$ cat config.mk
export PLATFORM = sky130hd
export DESIGN_NAME = page_router
export DESIGN_NICKNAME = d
export VERILOG_FILES = /design/src/rtl/page_router_pkg.sv /design/src/rtl/page_router_tick_gen.sv /design/src/rtl/page_router.sv
export SDC_FILE = /design/constraint.sdc
export NUM_CORES = 1
export LEC_CHECK = 0
export CAP_MARGIN = 20
export CORE_AREA = 5 5 199 201
export CTS_BUF_LIST = sky130_fd_sc_hd__clkbuf_2
export DETAILED_ROUTE_END_ITERATION = 10
export DIE_AREA = 0 0 204 206
export PLACE_DENSITY = 0.49
export SLEW_MARGIN = 30
export SYNTH_ARGS = -nofsm -noshare
export SYNTH_HDL_FRONTEND = slang
export SYNTH_SLANG_ARGS = --single-unit
$ cat constraint.sdc
create_clock -name clk -period 5.4 [get_ports clk]
set_input_delay 0.54 -clock clk [delete_from_list [all_inputs] [get_ports clk]]
set_output_delay 0.54 -clock clk [all_outputs]
set_load 0.005 [all_outputs]
$ cat src/rtl/page_router_pkg.sv
// Shared header for the page router: clock plan, page identifiers and width helpers.
package page_router_pkg;

  localparam int SYS_FREQ  = 48_000_000;
  localparam int PROG_FREQ = 12_000_000;

  typedef enum logic [1:0] {
    PAGE_0 = 2'd0,
    PAGE_1 = 2'd1,
    PAGE_2 = 2'd2,
    PAGE_3 = 2'd3
  } page_id_e;

  // A one-page configuration still needs a one-bit page index.
  function automatic int pw_of(input int n);
    return (n > 1) ? $clog2(n) : 1;
  endfunction

endpackage

$ cat src/rtl/page_router_tick_gen.sv
// Program-clock enable: one clk-wide pulse every DIV system clocks.
module tick_gen #(
  parameter int DIV = 4
) (
  input  logic clk,
  input  logic sys_rst,
  output logic tick
);

  localparam int              D    = (DIV < 1) ? 1 : DIV;
  localparam int              CW   = (D > 1) ? $clog2(D) : 1;
  localparam logic [CW-1:0]   LAST = CW'(D - 1);

  logic [CW-1:0] cnt_r;

  // Free-running divider counter, wraps at DIV-1.
  always_ff @(posedge clk or posedge sys_rst) begin
    if (sys_rst) begin
      cnt_r <= {CW{1'b0}};
    end else if (cnt_r == LAST) begin
      cnt_r <= {CW{1'b0}};
    end else begin
      cnt_r <= cnt_r + CW'(1);
    end
  end

  // With DIV=1 the counter never leaves zero, so tick stays high.
  assign tick = (cnt_r == LAST);

endmodule

$ cat src/rtl/page_router.sv
// Routes user input to the active page, mirrors its output bundle, and
// sequences page switches with a reset pulse measured in program ticks.
module page_router
  import page_router_pkg::*;
#(
  parameter int NUM_PAGES = 4,
  parameter int IN_W      = 32,
  parameter int OUT_W     = 64,
  parameter int DIV       = SYS_FREQ / PROG_FREQ,
  parameter int RST_TICKS = 2,
  parameter int INIT_PAGE = int'(PAGE_0),
  localparam int PW       = pw_of(NUM_PAGES)
) (
  input  logic                       clk,
  input  logic                       sys_rst,
  output logic                       tick,
  input  logic [IN_W-1:0]            user_in,
  input  logic [NUM_PAGES*OUT_W-1:0] page_out,
  input  logic [NUM_PAGES*PW-1:0]    page_req,
  output logic [NUM_PAGES*IN_W-1:0]  page_in,
  output logic [NUM_PAGES-1:0]       page_rst,
  output logic [OUT_W-1:0]           prog_out,
  output logic [PW-1:0]              cur_page,
  output logic                       busy,
  output logic                       bad_req,
  output logic [15:0]                switch_cnt
);

  typedef enum logic {
    RUN    = 1'b0,
    SWITCH = 1'b1
  } state_t;

  // A zero-length reset would never let the new page see a reset edge.
  localparam int              RT     = (RST_TICKS < 1) ? 1 : RST_TICKS;
  localparam int              RCW    = $clog2(RT + 1);
  localparam logic [RCW-1:0]  RT_W   = RCW'(RT);
  localparam logic [RCW-1:0]  ONE_W  = RCW'(1);
  localparam logic [PW-1:0]   INIT_W = PW'(INIT_PAGE);
  localparam logic [PW:0]     NP_W   = (PW + 1)'(NUM_PAGES);

  state_t           state_r;
  logic [PW-1:0]    cur_page_r;
  logic [RCW-1:0]   rst_cnt_r;
  logic [15:0]      switch_cnt_r;
  logic             bad_req_r;
  logic             tick_s;
  logic             busy_s;
  logic             req_legal_s;
  logic [PW-1:0]    cur_req_s;
  logic [OUT_W-1:0] prog_s;

  tick_gen #(
    .DIV(DIV)
  ) u_tick_gen (
    .clk    (clk),
    .sys_rst(sys_rst),
    .tick   (tick_s)
  );

  // Select the active page's request and output bundle by one-hot masking.
  always_comb begin
    cur_req_s = {PW{1'b0}};
    prog_s    = {OUT_W{1'b0}};
    for (int i = 0; i < NUM_PAGES; i++) begin
      cur_req_s = cur_req_s | ((cur_page_r == PW'(i)) ? page_req[i*PW +: PW] : {PW{1'b0}});
      prog_s    = prog_s | ((cur_page_r == PW'(i)) ? page_out[i*OUT_W +: OUT_W] : {OUT_W{1'b0}});
    end
  end

  assign req_legal_s = ({1'b0, cur_req_s} < NP_W);
  assign busy_s      = (state_r == SWITCH);

  // Page sequencer; everything advances only on program ticks.
  always_ff @(posedge clk or posedge sys_rst) begin
    if (sys_rst) begin
      state_r      <= SWITCH;
      cur_page_r   <= INIT_W;
      rst_cnt_r    <= RT_W;
      switch_cnt_r <= 16'd0;
      bad_req_r    <= 1'b0;
    end else if (tick_s) begin
      case (state_r)
        RUN: begin
          if (!req_legal_s) begin
            bad_req_r <= 1'b1;
          end else if (cur_req_s != cur_page_r) begin
            cur_page_r <= cur_req_s;
            state_r    <= SWITCH;
            rst_cnt_r  <= RT_W;
            if (switch_cnt_r != 16'hFFFF) begin
              switch_cnt_r <= switch_cnt_r + 16'd1;
            end
          end
        end
        SWITCH: begin
          rst_cnt_r <= rst_cnt_r - ONE_W;
          if (rst_cnt_r == ONE_W) begin
            state_r <= RUN;
          end
        end
        default: begin
          state_r <= RUN;
        end
      endcase
    end
  end

  for (genvar i = 0; i < NUM_PAGES; i++) begin : g_route
    localparam logic [PW-1:0] IDX = PW'(i);
    assign page_rst[i]             = sys_rst | (busy_s & (cur_page_r == IDX));
    assign page_in[i*IN_W +: IN_W] = (!busy_s && (cur_page_r == IDX)) ? user_in : {IN_W{1'b0}};
  end

  assign tick       = tick_s;
  assign prog_out   = prog_s;
  assign cur_page   = cur_page_r;
  assign busy       = busy_s;
  assign bad_req    = bad_req_r;
  assign switch_cnt = switch_cnt_r;

endmodule
# Word-level counts from Yosys, hierarchy flattened
# Index checks and enable logic that the tools add are counted.
[op_classes] n_reduce_logical=9 eq_ne=8 bitwise=15 addsub=3 mux=18
[op_table] op="2-to-1 mux 64 bit" count=4
[op_table] op="OR 64 bit" count=3
[op_table] op="2-to-1 mux 32 bit" count=4
[op_table] op="adder 16 x 1 -> 16 bit, second input constant" count=1
[op_table] op="inequality test 16 bit, second input constant" count=1
[op_table] op="2-to-1 mux 2 bit" count=6
[op_table] op="equality test 2 bit, second input constant" count=3
[op_table] op="OR 2 bit" count=3
[op_table] op="AND 1 bit" count=4
[op_table] op="equality test 2 x 1 -> 1 bit, second input constant" count=2
[op_table] op="logical AND 1 bit" count=4
[op_table] op="OR 1 bit" count=4
[op_table] op="one-hot mux 2 bit (2 select lines)" count=1
[op_table] op="AND reduction 4 bit" count=1
[op_table] op="AND reduction 3 bit" count=1
[op_table] op="adder 2 x 1 -> 2 bit, second input constant" count=1
[op_table] op="zero test 2 bit" count=1
[op_table] op="2-to-1 mux 1 bit" count=2
[op_table] op="inequality test 2 bit" count=1
[op_table] op="inequality test 2 bit, second input constant" count=1
[op_table] op="one-hot mux 1 bit (2 select lines)" count=1
[op_table] op="AND reduction 2 bit" count=1
[op_table] op="subtractor 2 x 1 -> 2 bit, second input constant" count=1
[op_table] op="zero test 1 bit" count=1
[op_table] op="NOT 1 bit" count=1
[totals] ff_bits=23 wordCells=58 out_inout_bits=217

# Depth between registers and ports, before layout
# Gate-level depths: netlist of the first run.
[depth] depth_word=8 ltp_mapped=6

# Hierarchy
# Synthesis of the first run repeated with hierarchy kept, for this count alone.
[unflattened] cells_unflattened=346 area_unflattened_um2=3702.3
[modules_own_cells] module="page_router" instances=1 area_per_inst_um2=3632.2 cells_per_inst=341
[modules_own_cells] module="tick_gen" instances=1 area_per_inst_um2=70.1 cells_per_inst=5

# Least setup slack after synthesis of the first run
# No wires, ideal clock.
[synth_path] kind="reg-to-output" start="register cur_page_r[0] (netlist: cur_page[0])" end="output prog_out[0]" path_stages_with_launch=4 setup_slack_ns=3.285 t_arrival_ns=1.575 path_buffers=2 t_required_ns=4.860 cell_sequence="dfrtp_1 buf_6 clkbuf_1 mux4_2"
[synth_via] elab_chain_cells=5
[synth_lines] item="from (decl)" line_no="page_router.sv:43" rtl="logic [PW-1:0] cur_page_r;"
[synth_lines] item="from (signal assigned)" line_no="page_router.sv:88" rtl="cur_page_r <= cur_req_s;"
[synth_lines] item="equality test 2 x 1 -> 1 bit or zero test 2 bit (tied branches)" line_no="page_router.sv:67" rtl="prog_s = prog_s | ((cur_page_r == PW'(i)) ? page_out[i*OUT_W +: OUT_W] : {OUT_W{1'b0}});"
[synth_lines] item="2-to-1 mux 64 bit" line_no="page_router.sv:67"
[synth_lines] item="OR 64 bit (2 in a row)" line_no="page_router.sv:67"
[synth_lines] item="OR 64 bit (*)" line_no="page_router.sv:67"
[synth_lines] item="to (decl)" line_no="page_router.sv:22" rtl="output logic [OUT_W-1:0] prog_out,"
# Mark *: on every way between the ends. The rest lies on a longest branch, timed or not.

# Worst setup path after layout of the first run
[layout_path] start="register cur_page_r[1] (netlist: cur_page[1])" end="output page_in[84]"
[layout_via] elab_chain_cells=3
[layout_lines] item="equality test 2 bit" line_no="page_router.sv:112" rtl="assign page_in[i*IN_W +: IN_W] = (!busy_s && (cur_page_r == IDX)) ? user_in : {IN_W{1'b0}};"
[layout_lines] item="logical AND 1 bit" line_no="page_router.sv:112"
[layout_lines] item="2-to-1 mux 32 bit" line_no="page_router.sv:112"
[layout_lines] item="to (decl)" line_no="page_router.sv:20" rtl="output logic [NUM_PAGES*IN_W-1:0] page_in,"
# No other way between the ends.

==> summary.md, run 1 <==
| Metric | Value |
|---|---|
| Core area | `0.0374 mm²` |
| Async set-reset flop share out of synthesis | `100%` |
| #FFs+latches synth | `23` |
| Count leader, synth | `and2_1` |
| Post-DP Area | `0.00937 mm²` |
| Count of final hold-check violations | `0` |
| Sequential cell area | `586 µm²` |
| Final #Nets | `1,139` |
| RSZ-0062 raised after global routing | `no` |
| DP HPWL | `26,400 µm` |
| Layout area overhead | `158%` |
| Fmax | `0.274 GHz` |
| Sw frac | `38.3%` |
| Fillers | `3,994` |
| # port buffers | `513` |
| WHS Path Cells | `1` |
| Tot GR Track Use | `13.1%` |
| Worst path required time | `4860 ps` |
| Switch Pwr | `1.04 mW` |
| Vias | `5,037` |
| DR iter-0 viols | `200` |
| Post-cts resize count | `0` |
| CTS tree | `done` |
| Hold buffer count at CTS | `0` |
| Synth Flop Type | `dfrtp_1` |
| Hold endpoint | `u_tick_gen.cnt_r[0]` |
| Mapped Cells | `345` |
| Area contributors post-synth | `mux4_2 (40%), and2_1 (22%), dfrtp_1 (14%)` |
| Leakage | `3.34 nW` |
| Placed Instances | `1,344` |
| Cell area after layout | `0.00940 mm²` |
| Reg2reg setup slack | `2490 ps` |
| Fin crit period | `3650 ps` |
| CTS Root Cell | `clkbuf_2` |
| Crit path cell chain | `buf_4, nor3b_2, buf_4, and2_1, clkdlybuf4s50_1` |
| Drt pass-1 iters | `6` |
| Relative slew slack | `48.3%` |
| CP peak stage delay | `820 ps` |
| Cell area after synthesis | `0.00365 mm²` |
| Most used cell, CP | `buf_4` |
| Largest area contributor in the netlist | `mux4_2` |
| Num rows | `71` |
| Top layer reached by signal wires | `met5` |
| Dpl ws | `2080 ps` |
| Top cell type's share of synthesized area | `40.1%` |
| Final period util | `67.5%` |
| CTS H-tree lvls | `1` |
| Die extent in x | `204 µm` |
| Worst Hold Launch | `u_tick_gen.cnt_r[0]` |
| Overflow after GRT | `0` |
| Share of cells above drive strength 1 | `11.1%` |
| PD cells | `289 mW/mm²` |
| Clk pwr share | `2.7%` |
| Post-route ant nets | `0` |
| Antenna violations before repair | `19` |
| Final setup margin | `1750 ps` |
| Tightest Pin Transition | `775 ps` |
| Finish-stage setup viols | `0` |
| Residual DRC | `0` |
| Syn. warnings | `0` |
| Cell count of the worst reg-to-reg path | `6` |
| Clock Path Buffers | `2` |
| Layout Skew | `2.78 ps` |
| Die area | `0.0420 mm²` |
| Largest net degree at the start of global routing | `46` |
| Mean Syn Cell Area | `10.6 µm²` |
| Postcts setup bufs | `0` |
| P_int | `1.68 mW` |
| Final instance count without filler cells | `1,352` |
| Buffers and inverters on the worst path | `3` |
| Top delay family on crit path | `buffers and inverters` |
| Wirelength per Cell | `22.6 µm` |
| Post-synthesis sequential area ratio | `15.8%` |
| Met3 WL | `3510 µm` |
| Starting Density | `9.76%` |
| Die H | `206 µm` |
| RePlAce Congestion | `0.819` |
| Worst ir drop on vdd | `0.109 mV` |
| Multi-input gate area | `0.00294 mm²` |
| Clock Pin Slew Worst Setup and Hold Paths | `230 ps` |
| I/O Pins | `515` |
| Clk sink count | `23` |
| Setup TNS | `0 ps` |
| Met2 WL | `16,200 µm` |
| Total CTS buffers | `3` |
| Worst R2R End | `switch_cnt[14]` |
| Synth cell count leaders | `and2_1 (129), mux4_2 (65), clkbuf_1 (23)` |
| Logic pwr share | `83.0%` |
| WL met1 | `10,400 µm` |
| Crit Path Class | `reg2out` |
| Vias in the first global route | `5,441` |
| R2r startpoint | `cur_page[1]` |
| Arrival @ worst endpoint | `3110 ps` |
| CP max stage cell | `dfrtp_4` |
| Drt via density | `3.73` |
| Worst Setup Start Kind | `register` |
| Yosys cell types | `40` |
| DRT Wirelength | `30,500 µm` |
| Reg power frac | `14.3%` |
| Outcome | `completed` |
| Mapped Nets | `646` |
| Max_cap viols | `0` |
| Crit-path max FO | `45` |
| Max-slew violation count | `0` |
| First-pass GRT wire length | `40,500 µm` |
| Setup crit end kind | `output port` |
| Post-synth EDFFs | `0` |
| Worst Hold Class | `reg2reg` |
| Clock latency on the worst-skew pair | `350 ps` |
[cell type report]
cell class | count | area share (%)
repair buffers | 519 | 55.2
multi-input cells | 288 | 31.3
well taps | 511 | 6.80
flip-flops and latches | 23 | 6.23
clock buffers | 3 | 0.160
inverters | 3 | 0.120
diodes | 4 | 0.106
clock inverters | 1 | 0.0532
[placed cells by master (no fill, tap or decap), drive strengths merged, types with 6 or more instances in the layout]
cell type,instances
nor2,6
xor2,9
and2,129
buf,6
nand2,21
nor3,8
clkdlybuf4s50,513
nand4,8
dfrtp,21
mux4,65
[power groups by stage]
| stage | Sequential (mW) | Clock, mW | Combinational (mW) |
|---|---|---|---|
| 2_1_floorplan | 0.246 | 0 | 1.01 |
| 3_3_place_gp | 0.403 | 0 | 2.33 |
| 3_5_place_dp | 0.408 | 0 | 2.30 |
| 4_1_cts | 0.404 | 0.0812 | 2.33 |
| 5_1_grt | 0.420 | 0.0866 | 2.40 |
| 6_report | 0.389 | 0.0736 | 2.25 |
[layer usage]
layer / vias up / track usage, %
met5: - / 0
met3: 39 / 5.74
li1: 2273 / -
met4: 20 / 1.56
met1: 2392 / 13.7
met2: 313 / 25.1
[metrics by stage]
stage               power (mW)  hold slack, ps  util, %
global placement          2.73             414     25.1
detailed placement        2.71             422     25.1
floorplan                 1.25             403        -
CTS                       2.81             449     25.1
finish                    2.72             449     25.1
global route              2.91             479     25.1
[worst max-delay path by stage]
stage,depth (start not counted),slack [ps],startpoint,to
floorplan,3,3290,cur_page[0],prog_out[0]
global placement,5,2090,cur_page[1],page_in[83]
detailed placement,5,2080,cur_page[1],page_in[84]
CTS,5,1610,cur_page[1],page_in[84]
global route,5,1480,cur_page[1],page_in[84]
finish,5,1750,cur_page[1],page_in[84]
[kinds of logic after synthesis]
family / after synthesis / synth area share, %
AND/OR/NAND/NOR: 194 / 33.1
multiplexers: 70 / 41.6
buffers and inverters: 34 / 4.01
flip-flops: 23 / 15.8
XOR/XNOR: 12 / 2.88
AO/OA/AOI/OAI: 8 / 1.44
adder cells (fa/ha/maj): 3 / 1.03
other: 1 / 0.103
[registers in the layout, indices dropped and copies added (netlist names)]
name,count
switch_cnt,16
rst_cnt_r,2
cur_page,2
u_tick_gen.cnt_r,2
busy,1
(Power assumes the default switching activity.)
==> run 2: changes to the inputs <==
--- a/config.mk
+++ b/config.mk
@@ -6,11 +6,11 @@
 export NUM_CORES = 1
 export LEC_CHECK = 0
 export CAP_MARGIN = 20
-export CORE_AREA = 5 5 199 201
+export CORE_AREA = 5 5 195 197
 export CTS_BUF_LIST = sky130_fd_sc_hd__clkbuf_2
 export DETAILED_ROUTE_END_ITERATION = 10
-export DIE_AREA = 0 0 204 206
-export PLACE_DENSITY = 0.49
+export DIE_AREA = 0 0 200 202
+export PLACE_DENSITY = 0.5
 export SLEW_MARGIN = 30
 export SYNTH_ARGS = -nofsm -noshare
 export SYNTH_HDL_FRONTEND = slang
==> constraint.sdc (replaced) <==
create_clock -name clk -period 3.7 [get_ports clk]
set_input_delay 0.37 -clock clk [delete_from_list [all_inputs] [get_ports clk]]
set_output_delay 0.37 -clock clk [all_outputs]
set_load 0.005 [all_outputs]
==> summary.md, run 2 (synthesized netlist as in run 1, its figures left out) <==
| Metric | Value |
|---|---|
| Outcome | `completed` |
| Logic pwr share | `85.3%` |
| DP HPWL | `27,000 µm` |
| Worst Hold Class | `in2async` |
| Cell area after layout | `0.00942 mm²` |
| DR iter-0 viols | `201` |
| CTS Root Cell | `clkbuf_2` |
| Worst ir drop on vdd | `0.312 mV` |
| First-pass GRT wire length | `41,500 µm` |
| Layout Skew | `10.1 ps` |
| Final #Nets | `1,144` |
| Clock latency on the worst-skew pair | `340 ps` |
| Crit-path max FO | `41` |
| Worst R2R End | `switch_cnt[14]` |
| # port buffers | `513` |
| Final instance count without filler cells | `1,313` |
| Setup crit end kind | `output port` |
| Fmax | `0.327 GHz` |
| Core area | `0.0361 mm²` |
| Post-DP Area | `0.00939 mm²` |
| RSZ-0062 raised after global routing | `no` |
| Die H | `202 µm` |
| Reg2reg setup slack | `1220 ps` |
| Max_cap viols | `0` |
| Tot GR Track Use | `14.0%` |
| Max FFs per register | `16` |
| Reg power frac | `12.1%` |
| Max-slew violation count | `0` |
| Wirelength per Cell | `23.6 µm` |
| P_int | `2.50 mW` |
| Most used routing layer | `met2` |
| Hold buffer count at CTS | `0` |
| Vias in the first global route | `5,461` |
| Clk pwr share | `2.6%` |
| Leakage | `3.37 nW` |
| Clk sink count | `23` |
| Commonest non-fill, non-tap cell in the layout | `clkdlybuf4s50_1` |
| Num rows | `70` |
| Tightest Pin Transition | `505 ps` |
| Vias | `5,013` |
| Total CTS buffers | `3` |
| Share of cells above drive strength 1 | `11.5%` |
| Count of final hold-check violations | `0` |
| Switch Pwr | `1.55 mW` |
| Setup TNS | `0 ps` |
| Clock Path Buffers | `2` |
| Worst path required time | `3330 ps` |
| Die area | `0.0404 mm²` |
| DRT Wirelength | `31,000 µm` |
| Post-cts resize count | `0` |
| I/O Pins | `515` |
| RePlAce Congestion | `0.889` |
| Residual DRC | `0` |
| Overflow after GRT | `0` |
| Cell count of the worst reg-to-reg path | `6` |
| Drt pass-1 iters | `4` |
| Sw frac | `38.3%` |
| Fillers | `3,853` |
| Crit Path Class | `reg2out` |
| CTS tree | `done` |
| Antenna violations before repair | `10` |
| Largest net degree at the start of global routing | `70` |
| Final period util | `82.7%` |
| Die extent in x | `200 µm` |
| PD cells | `430 mW/mm²` |
| Worst Setup Start Kind | `register` |
| Highest-count cells in the layout ignoring fill and taps | `clkdlybuf4s50_1 (513), and2_1 (129), mux4_2 (65), nand2_1 (21), dfrtp_1 (19)` |
| Design Power | `4.05 mW` |
| Met1 usage | `15.4%` |
| Finish-stage setup viols | `0` |
| Relative slew slack | `65.9%` |
| Layout area overhead | `158%` |
| Met2 Use GR | `26.2%` |
| Postcts setup bufs | `0` |
| Placed Instances | `1,306` |
| Clock Pin Slew Worst Setup and Hold Paths | `240 ps` |
| R2r startpoint | `cur_page[1]` |
| Drt via density | `3.82` |
| Met3 usage | `4.00%` |
| CTS H-tree lvls | `1` |
| Starting Density | `10.1%` |
| Post-route ant nets | `0` |
| Arrival @ worst endpoint | `2690 ps` |
| Fin crit period | `3060 ps` |
## run 2: area by class of cell
| class | count | area (µm²) | area share [%] |
|---|---|---|---|
| Sequential cell | 23 | 586 | 6.22 |
| Clock inverter | 1 | 5.00 | 0.0531 |
| Antenna cell | 3 | 7.51 | 0.0797 |
| Tap cell | 468 | 586 | 6.22 |
| Inverter | 3 | 11.3 | 0.120 |
| Timing Repair Buffer | 524 | 5270 | 55.9 |
| Multi-Input combinational cell | 288 | 2940 | 31.2 |
| Clock buffer | 3 | 15.0 | 0.159 |
## run 2: power groups by stage
stage          clock (mW)  sequential [mW]  combinational [mW]
2_1_floorplan           0            0.358                1.47
3_3_place_gp            0            0.507                3.53
3_5_place_dp            0            0.513                3.49
4_1_cts             0.116            0.508                3.53
5_1_grt             0.125            0.519                3.66
6_report            0.107            0.490                3.45
## run 2: metrics by stage
stage | utilization (%) | hold slack (ps) | worst slack [ps]
after global routing | 26.1 | 350 | 441
after detailed placement | 26.0 | 419 | 1020
after floorplan | - | 399 | 1760
after CTS | 26.1 | 340 | 540
after global placement | 26.0 | 413 | 1010
final | 26.1 | 342 | 640
## run 2: worst max-delay path by stage
stage                 from            to  slack, ps  cells after the start
4_1_cts        cur_page[0]  prog_out[54]        540                      3
5_1_grt        cur_page[0]  prog_out[54]        440                      3
6_report       cur_page[0]  prog_out[39]        640                      3
3_3_place_gp   cur_page[0]  prog_out[54]       1010                      3
2_1_floorplan  cur_page[0]   prog_out[0]       1760                      3
3_5_place_dp   cur_page[0]  prog_out[54]       1020                      3
## run 2: per-layer routing
layer  routed length (µm)  up-vias
met1                11100     2418
met3                 2980       34
met5                   63        -
met4                  673       12
met2                16100      275
li1                     -     2274
## run 2: critical path, cell delays in order (launching register included)
cell,delay [ps]
dfrtp_4,790
buf_12,360
mux4_2,600
clkdlybuf4s50_1,520
==> run 3: changes to the inputs <==
--- a/config.mk
+++ b/config.mk
@@ -6,11 +6,11 @@
 export NUM_CORES = 1
 export LEC_CHECK = 0
 export CAP_MARGIN = 20
-export CORE_AREA = 5 5 195 197
+export CORE_AREA = 5 5 197 199
 export CTS_BUF_LIST = sky130_fd_sc_hd__clkbuf_2
 export DETAILED_ROUTE_END_ITERATION = 10
-export DIE_AREA = 0 0 200 202
-export PLACE_DENSITY = 0.5
+export DIE_AREA = 0 0 202 204
+export PLACE_DENSITY = 0.51
 export SLEW_MARGIN = 30
 export SYNTH_ARGS = -nofsm -noshare
 export SYNTH_HDL_FRONTEND = slang
==> constraint.sdc (replaced) <==
create_clock -name clk -period 2.6 [get_ports clk]
set_input_delay 0.26 -clock clk [delete_from_list [all_inputs] [get_ports clk]]
set_output_delay 0.26 -clock clk [all_outputs]
set_load 0.005 [all_outputs]
==> summary.md, run 3 (synthesized netlist as in run 1, its figures left out) <==
| Metric | Value |
|---|---|
| Setup crit end kind | `output port` |
| Crit Path Class | `reg2out` |
| Share of cells above drive strength 1 | `13.4%` |
| CTS Root Cell | `clkbuf_2` |
| Clock latency on the worst-skew pair | `340 ps` |
| Cell count of the worst reg-to-reg path | `6` |
| Drt pass-1 iters | `4` |
| First-pass GRT wire length | `41,100 µm` |
| I/O Pins | `515` |
| CTS H-tree lvls | `1` |
| Vias in the first global route | `5,552` |
| Fmax | `0.400 GHz` |
| Hold buffer count at CTS | `0` |
| Die area | `0.0412 mm²` |
| Post-DP Area | `0.00951 mm²` |
| CTS tree | `done` |
| Largest net degree at the start of global routing | `33` |
| DP HPWL | `26,000 µm` |
| WP depth | `4` |
| Max-slew violation count | `0` |
| Crit path cell chain | `buf_12, buf_12, mux4_2, clkdlybuf4s50_1` |
| CP peak stage delay | `530 ps` |
| Worst Hold Class | `in2async` |
| CP max stage cell | `clkdlybuf4s50_1` |
| RePlAce Congestion | `0.887` |
| # port buffers | `513` |
| PD cells | `628 mW/mm²` |
| Die H | `204 µm` |
| Layout Skew | `8.32 ps` |
| Finish-stage setup viols | `0` |
| Leakage | `3.50 nW` |
| Wirelength per Cell | `22.4 µm` |
| Top delay family on crit path | `buffers and inverters` |
| Antenna violations before repair | `10` |
| Core area | `0.0370 mm²` |
| Switch Pwr | `2.19 mW` |
| Layout area overhead | `165%` |
| # diodes | `0` |
| Num rows | `71` |
| DRT Wirelength | `29,800 µm` |
| Arrival @ worst endpoint | `2240 ps` |
| DR iter-0 viols | `155` |
| Logic pwr share | `88.1%` |
| Placed Instances | `1,319` |
| Final instance count without filler cells | `1,334` |
| Fillers | `3,935` |
| Sequential cell area | `586 µm²` |
| Reg power frac | `9.4%` |
| Tot GR Track Use | `13.3%` |
| Most used cell, CP | `buf_12` |
| Worst ir drop on vdd | `0.214 mV` |
| Max_cap viols | `0` |
| Drt via density | `3.86` |
| Residual DRC | `0` |
| Clock Path Buffers | `2` |
| Worst path required time | `2340 ps` |
| Post-route ant nets | `0` |
| Total CTS buffers | `3` |
| Vias | `5,154` |
| Final #Nets | `1,162` |
| Sw frac | `36.1%` |
| Highest-count cells in the layout ignoring fill and taps | `clkdlybuf4s50_1 (513), and2_1 (129), mux4_2 (65), nand2_1 (21), dfrtp_1 (19)` |
| Outcome | `completed` |
| Crit-path max FO | `12` |
| Worst Hold Slack | `352 ps` |
| Final period util | `96.1%` |
| Starting Density | `9.85%` |
| Design Power | `6.06 mW` |
| Fin crit period | `2500 ps` |
| Cell area after layout | `0.00966 mm²` |
| Commonest non-fill, non-tap cell in the layout | `clkdlybuf4s50_1` |
| Buffers and inverters on the worst path | `3` |
| Overflow after GRT | `0` |
| Max FFs per register | `16` |
| P_int | `3.87 mW` |
| Multi-input gate area | `0.00295 mm²` |
| Count of final hold-check violations | `0` |
| Clk pwr share | `2.5%` |
| Worst Setup Start Kind | `register` |
| Clk sink count | `23` |
| Die extent in x | `202 µm` |
| Clock Pin Slew Worst Setup and Hold Paths | `230 ps` |
-- run 3: cell count changes in the layout (fill, tap and decap cells not counted) --
cell       delta
buf_4         +9
buf_6         +3
clkinv_2      -1
diode_2       -3
clkbuf_2      +1
nor3b_2       -1
nor3b_4       +1
buf_12        +4
clkbuf_16     +1
buf_16        +1
-- run 3: final timing paths --
| path | start | endpoint | slack, ps |
|---|---|---|---|
| setup reg to reg | cur_page[0] | switch_cnt[14] | 390 |
| hold reg to reg | u_tick_gen.cnt_r[0] | u_tick_gen.cnt_r[0] | 440 |
| hold / removal | sys_rst | switch_cnt[9] | 350 |
| setup / recovery | cur_page[0] | prog_out[61] | 100 |
| min in group clk | u_tick_gen.cnt_r[0] | u_tick_gen.cnt_r[0] | 440 |
| max in group asynchronous | sys_rst | busy | 1960 |
-- run 3: metal layers --
| layer | vias to the layer above | share of wire [%] | GRT usage [%] |
|---|---|---|---|
| met5 | - | 0.32 | 0 |
| li1 | 2314 | - | - |
| met1 | 2456 | 37 | 15.3 |
| met3 | 46 | 8.9 | 4.08 |
| met2 | 324 | 52 | 24.5 |
| met4 | 14 | 2.4 | 2.71 |
-- run 3: final cells by class --
cell class,instances,area share [%]
clock buffers,4,0.207
inverters,3,0.117
multi-input cells,288,30.5
flip-flops and latches,23,6.06
well taps,474,6.14
repair buffers,542,57.0
-- run 3: worst reg2reg max path: cells and delay by family (launching register included) --
kind / cells / cell delay, ps
mux: 1 / 340
buf+inv: 1 / 180
flops: 1 / 560
simple gates: 4 / 1050
-- run 3: power by group through the flow --
stage | clock network (mW) | registers (mW) | logic, mW
detailed placement | 0 | 0.634 | 5.21
global placement | 0 | 0.626 | 5.23
global route | 0.172 | 0.591 | 5.70
CTS | 0.163 | 0.572 | 5.35
finish | 0.152 | 0.571 | 5.34
floorplan | 0 | 0.510 | 2.09
-- run 3: repair_timing --
| item | in CTS | in global routing |
|---|---|---|
| gates cloned | 0 | 1 |
| buffers inserted | 4 | 6 |
| resized for setup | 0 | 5 |
| setup endpoints to repair | 37 | 41 |
-- run 3: stage by stage --
stage / setup WS (ps) / utilization, % / setup TNS [ps]
floorplan: 733 / - / 0
global placement: 315 / 25.7 / 0
detailed placement: 319 / 25.7 / 0
CTS: 17.6 / 25.8 / 0
global route: -5.06 / 26.1 / -5.06
finish: 102 / 26.1 / 0
